[src/rtl/regfile_sb_bypass.sv]
// Register file with optional hardwired zero register, write-through bypass,
// a per-register pending-write scoreboard and a multi-cycle clear sweep.
module regfile_sb_bypass #(
  parameter int DATA_W   = 32,
  parameter int ADDR_W   = 5,
  parameter int ZERO_REG = 1,
  parameter int BYPASS   = 1
) (
  input  logic              clk,
  input  logic              rst_n,
  input  logic [ADDR_W-1:0] rs_addr,
  input  logic [ADDR_W-1:0] rt_addr,
  output logic [DATA_W-1:0] rs_data,
  output logic [DATA_W-1:0] rt_data,
  output logic              rs_ready,
  output logic              rt_ready,
  input  logic              wr_en,
  input  logic [ADDR_W-1:0] wr_addr,
  input  logic [DATA_W-1:0] wr_data,
  input  logic              pend_en,
  input  logic [ADDR_W-1:0] pend_addr,
  input  logic              clr_req,
  output logic              clr_busy
);
  localparam int DEPTH = 1 << ADDR_W;

  typedef enum logic {IDLE, CLEAR} state_t;

  state_t                        state;
  logic [ADDR_W-1:0]             idx;
  logic [DEPTH-1:0][DATA_W-1:0]  regs;
  logic [DEPTH-1:0]              busy;

  logic idle, wrOk, pendOk;
  logic hitS, hitT, zeroS, zeroT;

  // Register 0 is read-only when hardwired to zero.
  function automatic logic writable(input logic [ADDR_W-1:0] a);
    return !((ZERO_REG != 0) && (a == '0));
  endfunction

  // Writes and pending marks are only honoured outside the clear sweep.
  always_comb begin
    idle   = (state == IDLE);
    wrOk   = wr_en && idle && writable(wr_addr);
    pendOk = pend_en && idle && writable(pend_addr);
  end

  // Read ports: bypass beats the array, zero register beats both.
  always_comb begin
    hitS  = (BYPASS != 0) && wrOk && (wr_addr == rs_addr);
    hitT  = (BYPASS != 0) && wrOk && (wr_addr == rt_addr);
    zeroS = (ZERO_REG != 0) && (rs_addr == '0);
    zeroT = (ZERO_REG != 0) && (rt_addr == '0);

    if (hitS)       rs_data = wr_data;
    else if (zeroS) rs_data = '0;
    else            rs_data = regs[rs_addr];

    if (hitT)       rt_data = wr_data;
    else if (zeroT) rt_data = '0;
    else            rt_data = regs[rt_addr];

    // Nothing is final while the sweep is rewriting the array.
    rs_ready = idle && (zeroS || hitS || !busy[rs_addr]);
    rt_ready = idle && (zeroT || hitT || !busy[rt_addr]);
  end

  // Array, scoreboard and clear sequencer; the pending set is applied after
  // the writeback release so a newer producer keeps the register busy.
  always_ff @(posedge clk) begin
    if (!rst_n) begin
      regs     <= '0;
      busy     <= '0;
      state    <= IDLE;
      idx      <= '0;
      clr_busy <= 1'b0;
    end else begin
      case (state)
        IDLE: begin
          if (wrOk) begin
            regs[wr_addr] <= wr_data;
            busy[wr_addr] <= 1'b0;
          end
          if (pendOk) busy[pend_addr] <= 1'b1;
          if (clr_req) begin
            state    <= CLEAR;
            idx      <= '0;
            clr_busy <= 1'b1;
          end
        end
        CLEAR: begin
          regs[idx] <= '0;
          busy[idx] <= 1'b0;
          idx       <= idx + ADDR_W'(1);
          if (&idx) begin
            state    <= IDLE;
            clr_busy <= 1'b0;
          end
        end
        default: begin
          state    <= IDLE;
          clr_busy <= 1'b0;
        end
      endcase
    end
  end
endmodule
[config.mk]
export PLATFORM = sky130hd
export DESIGN_NAME = regfile_sb_bypass
export DESIGN_NICKNAME = d
export VERILOG_FILES = /design/src/rtl/regfile_sb_bypass.sv
export SDC_FILE = /design/constraint.sdc
export NUM_CORES = 2
export LEC_CHECK = 0
export ABC_CLOCK_PERIOD_IN_PS = 2600
export CELL_PAD_IN_SITES_DETAIL_PLACEMENT = 0
export CELL_PAD_IN_SITES_GLOBAL_PLACEMENT = 1
export CORE_UTILIZATION = 45
export CTS_CLUSTER_DIAMETER = 150
export DETAILED_ROUTE_END_ITERATION = 12
export PLACE_DENSITY_LB_ADDON = 0.05
export SETUP_SLACK_MARGIN = 0.02
export SLEW_MARGIN = 20
export SYNTH_ARGS = -nofsm -noshare
export SYNTH_HDL_FRONTEND = slang
export SYNTH_SLANG_ARGS = --single-unit
[constraint.sdc]
create_clock -name clk -period 2.6 [get_ports clk]
set_input_delay 0.52 -clock clk [delete_from_list [all_inputs] [get_ports clk]]
set_output_delay 0.52 -clock clk [all_outputs]
set_load 0.01 [all_outputs]
[Word level (Yosys, flattened, before mapping)]
Cells that the tools add are included.
Operators by class
  bitwise logic cells: 8
  multiplexer cells: 38
  equality and inequality tests: 5
  $lt $le $gt $ge: 8
  add/subtract/negate cells: 1
  reduce and logical (&&, ||, !) cells: 25
Operators with widths (number)
  one-hot mux 1024 bit (2 select lines): 1
  bitwise AND 1024 bit: 1
  bitwise mux 1024 bit: 1
  2-to-1 mux 1024 bit: 1
  NOT 1024 bit: 1
  2-to-1 mux 32 bit: 12
  binary-select mux 32 bit (select 5 bit): 2
  demux 32 bit (select 5 bit): 2
  bitwise AND 32 bit: 2
  NOT 32 bit: 2
  one-hot mux 32 bit (2 select lines): 1
  OR 32 bit: 1
  less-than comparator 5 x 6 -> 1 bit, second input constant: 5
  zero test 5 bit: 4
  demux 1 bit (select 5 bit): 3
  greater-or-equal comparator 5 x 1 -> 1 bit, second input constant: 3
  logical AND 1 bit: 11
  binary-select mux 1 bit (select 5 bit): 2
  equality test 5 bit: 2
  one-hot mux 5 bit (2 select lines): 1
  2-to-1 mux 1 bit: 9
  adder 5 x 1 -> 5 bit, second input constant: 1
  2-to-1 mux 5 bit: 1
  AND reduction 5 bit: 1
  7 further kinds: 15
Storage, ports and cells
  word-level logic and storage cells: 121
  input bits: 57
  flip-flop bits (word level): 1063
  output and inout port bits: 67

[Depth between registers and ports, before layout]
  depth in word-level cells: 12
  mapped depth: 9
  depth with buffers taken out: 7

[Worst setup path after synthesis]
No wires, ideal clock.
  path kind: input to output
  from: in rt_addr[2]
  to: out rt_data[11]
  data arrival time: 2.289 ns
  data required time: 2.080 ns
  buffers on the path: 3
  cell stages on the path: 8
  slack: -0.209 ns
  cell sequence: buf_2 buf_2 buf_2 mux2_2 o22ai_1 nor3_1 or3_1 a22o_1
Between the ends
  cells in the longest elaborated chain, start to end: 4
  elaborated cells between the ends (all ways): 7
  those cells by class: 1 x eq/ne; 4 x mux; 2 x reduce/logical
Ends and longest elaborated chain
  from (decl): line 12  | input logic [ADDR_W-1:0] rt_addr,
  binary-select mux 32 bit (select 5 bit): line 62  | else rt_data = regs[rt_addr];
  2-to-1 mux 32 bit (not written as such): line 62
  2-to-1 mux 32 bit: line 61  | else if (zeroT) rt_data = '0;
  2-to-1 mux 32 bit (*): line 60  | if (hitT) rt_data = wr_data;
  to (decl): line 14  | output logic [DATA_W-1:0] rt_data,
Mark *: on every way between the ends. The rest lies on a longest branch, timed or not. The select of a mux whose other input is x is not followed.

[Final worst setup path]
  from: in rt_addr[2]
  to: out rt_data[14]
The elaborated chain is that of the path after synthesis.

==> impl_summary.txt <==
----------------------------------------------------
[Drt]
  Final ANT Viol Nets ... 0
  Ratio of routed vias to standard cells ... 6.87
  Number of DRC markers in iteration 0 ... 7742
  WL/cell ... 34.5 um
  Router iterations before antenna repair ... 6
  Wire length after detailed routing ... 262000 um
  Via count of the routed design ... 52300
  # DRC ... 0

[Outcome]
  Violations in the final reports ... negative setup slack
  Result of the run ... finished with violations

[Synthesis]
  Xor and xnor fraction of the mapped netlist area ... 0.163%
  Ys flop type ... sky130_fd_sc_hd__dfxtp_1
  Number of register bits inferred by synthesis ... 1063
  Combinational family with the most area after synthesis ... multiplexers
  Share of the synthesized area in the top cell type ... 39.6%
  Net count of the mapped netlist ... 5341
  Post-synthesis instance area ... 53700 um^2
  Mean Syn Cell Area ... 10.2 um^2
  Multiplexer fraction of the synthesized cell area ... 24.4%
  Leading cell types by total area after synthesis ... sky130_fd_sc_hd__dfxtp_1, sky130_fd_sc_hd__mux4_2, sky130_fd_sc_hd__a22oi_1
  Seq/Total Area, Yosys ... 39.6%
  Fraction of the mapped netlist area in compound gates ... 18.7%
  Ys async rst share ... 0%
  Most repeated cell in the gate-level netlist after synthesis ... sky130_fd_sc_hd__nor2_1
  Number of synthesized flops with an enable pin ... 0
  Post-synthesis instance total ... 5279
  Top cells by count, synth ... sky130_fd_sc_hd__nor2_1, sky130_fd_sc_hd__dfxtp_1, sky130_fd_sc_hd__a22oi_1, sky130_fd_sc_hd__mux4_2, sky130_fd_sc_hd__clkbuf_1
  Yosys warning total ... 0
  Post-synthesis cell type count ... 65
  Arithmetic-cell share of the synthesized area counting full adders, half adders and majority gates ... 0.117%
  Simple-gate area share of the yosys netlist ... 11.4%
  Library cell occupying the most area in the post-synthesis netlist ... sky130_fd_sc_hd__dfxtp_1

[Global route]
  Number of global-route vias before repair ... 50300
  Maximum number of pins on one net before global-route repair ... 84
  Overall overflow remaining after global route ... 0
  Number of antenna violations at the first check in global routing ... 16
  Overall Global Routing Usage ... 42.4%
  First-pass GRT wire length ... 370000 um

[Timing]
  Highest clock rate ... 309 MHz
  Clock Skew ... 0.0327 ns
  Worst-margin pin slew ... 0.785 ns
  Tcrit/Tclk final ... 124%
  Post-Route Setup TNS ... -33.86 ns
  Shortest clock period the worst path allows after layout ... 3.24 ns
  Relative max-transition margin ... 47.4%
  Worst-case hold slack ... 0.463 ns
  RSZ-0062 raised after global routing ... yes
  Worst Setup Slack, final ... -0.636 ns
  Number of max-slew violations in the final report ... 0
  # setup viols final ... 66
  Number of hold violations in the final report ... 0

[Critical path]
  Register-to-register setup slack ... 0.14 ns
  Worst endpoint required time ... 2.08 ns
  Family with the most delay on the worst path ... buffers and inverters
  Critical Path Slowest Stage Cell ... sky130_fd_sc_hd__nor2_2
  Nature of the critical path startpoint ... input port
  Critical path peak fanout ... 9
  Setup Crit Path Kind ... in2out
  Crit path buf inv count ... 6
  Arrival time at the worst endpoint ... 2.72 ns
  Delay of the slowest critical-path stage ... 0.51 ns
  CP endpoint kind ... output port
  Worst-path cell chain ... buf_8 -> buf_12 -> buf_4 -> inv_2 -> nor2_2 -> a221oi_1 -> buf_4 -> o21ai_1 -> a32o_2 -> buf_6
  Critical Path Most Common Cell ... sky130_fd_sc_hd__buf_4

[CTS]
  Count of hold buffers inserted by post-cts repair ... 0
  TritonCTS clock tree ... done
  Later-pin clock latency in the skew report ... 0.77 ns
  Sinks on Clock Net ... 1063
  H-Tree Depth ... 3
  Clock input transition at the sequential cells of the worst setup and hold paths ... 0.06 ns
  Max clock buf depth ... 3
  CTS buffer count ... 118
  Clock Root Buffer ... sky130_fd_sc_hd__clkbuf_16

[Finish]
  Filler instances ... 9947
  Layout area overhead ... 32.4%
  Util after Layout ... 60.1%
  Ratio of cells with drive above 1 in the final layout ... 36.6%
  Total number of nets in the final design ... 6044
  Number of non-filler instances in the completed layout ... 7607

[Pwr]
  Leakage power summed over all cells ... 26.8 nW
  PD cells ... 549 nW/um^2
  Max VDD drop ... 0.000541 V

[Place]
  Buffers on Ports ... 123
  Inst Count DP ... 7340
  Detailed placer's ending HPWL ... 180000 um
  RePlAce Congestion ... 0.967
  Post-Place Setup Slack ... -1.46 ns

[Floorplanning]
  Placeable core region ... 118000 um^2
  Number of placement rows ... 126
  Width of the chip ... 347 um
  Top-Level Pins ... 124
  Chip height ... 347 um
  Initial cell density of the core ... 45.4%
  Area of the die ... 121000 um^2

[Worst hold path]
  Type of the worst min-delay path ... in2reg

[Run]
  Max-capacitance violation count ... 0

----------------------------------------------------
[worst min-delay path: stages]
cell and delay [ns]:
sky130_fd_sc_hd__buf_6 0.11, sky130_fd_sc_hd__nand3b_1 0.12, sky130_fd_sc_hd__buf_12 0.18, sky130_fd_sc_hd__o21ai_0 0.14, sky130_fd_sc_hd__a221oi_1 0.07
[logic make-up (layout without fill, tap and decap cells)]
kind of cell    after synthesis  in the layout
other cells                   0              2
flops                      1063           1063
fa+ha+maj                     5              5
xor+xnor                     10             10
compound gates             1368           1368
mux                         672            672
buf+inv                     683           1473
simple gates               1478           1478
[registers in the layout, indices dropped and copies added, names as in the netlist]
signal	flops
regs	1024
idx	5
state	1
busy	32
clr_busy	1
[final timing paths]
| path | start | to | cells past startpoint |
|---|---|---|---|
| setup / recovery | rt_addr[2] | rt_data[14] | 10 |
| hold / removal | wr_addr[2] | busy[12] | 5 |
| setup reg to reg | idx[1] | regs[928] | 8 |
| hold reg to reg | regs[28] | regs[28] | 1 |
[placed cells by master, fill, tap and decap left out, types with 36 or more instances in the layout]
master                            netlist  routed
sky130_fd_sc_hd__buf_12                 0     236
sky130_fd_sc_hd__buf_4                 24     830
sky130_fd_sc_hd__nor2_4                 3      36
sky130_fd_sc_hd__nand4_1               39      39
sky130_fd_sc_hd__buf_6                 11      70
sky130_fd_sc_hd__mux4_2               501     501
sky130_fd_sc_hd__a21oi_1               80      44
sky130_fd_sc_hd__nor2_1              1090    1054
sky130_fd_sc_hd__clkdlybuf4s50_1        0      42
sky130_fd_sc_hd__mux2_2                72      66
sky130_fd_sc_hd__mux2i_1               99      90
sky130_fd_sc_hd__nand2_1              155     153
sky130_fd_sc_hd__dfxtp_2                0      50
sky130_fd_sc_hd__o22ai_1              112     101
sky130_fd_sc_hd__clkbuf_16              0     123
sky130_fd_sc_hd__dfxtp_1             1063    1013
sky130_fd_sc_hd__buf_2                150      45
sky130_fd_sc_hd__and2_1                40      40
sky130_fd_sc_hd__a22oi_1             1030    1023
[final cells by class]
type / instances / area, um^2 / area share [%]
inverter: 13 / 60.1 / 0.0845
timing repair buffer: 1253 / 13000 / 18.3
sequential: 1063 / 21300 / 30.0
antenna: 2 / 5.00 / 0.00704
multi-input combinational: 3533 / 30800 / 43.4
clock buffer: 180 / 3490 / 4.91
clock inverter: 27 / 429 / 0.604
tap: 1536 / 1920 / 2.70
[where the power goes]
part | switching (W) | internal (W)
Sequential | 0.0000900 | 0.0164
Clock | 0.00731 | 0.0101
Combinational | 0.00305 | 0.00207
[through the flow]
step | cell area, um^2 | total power, W
2_1_floorplan | 54000 | 0.0191
6_report | 71100 | 0.0390
3_5_place_dp | 65600 | 0.0216
4_1_cts | 70400 | 0.0388
5_1_grt | 71100 | 0.0398
3_3_place_gp | 65600 | 0.0216
[routing by layer]
metal  vias up  track usage, %  part of all wire, %  routed length, um
met5         -               0                0.071                187
met4        24            26.8                  7.3              19000
met3       937            13.0                   13              33300
met2      3748            62.2                   43             112000
met1     26100            54.4                   37              98300
li1      21400               -                    -                  -
[what timing repair did]
| item | 4_1_cts | 5_1_grt |
|---|---|---|
| cloned | 6 | 3 |
| resized for setup | 467 | 116 |
| buffers inserted | 36 | 21 |
| setup endpoints to repair | 66 | 104 |
| pin swaps | 71 | 48 |
No activity file was read; power rests on OpenSTA's default activity.
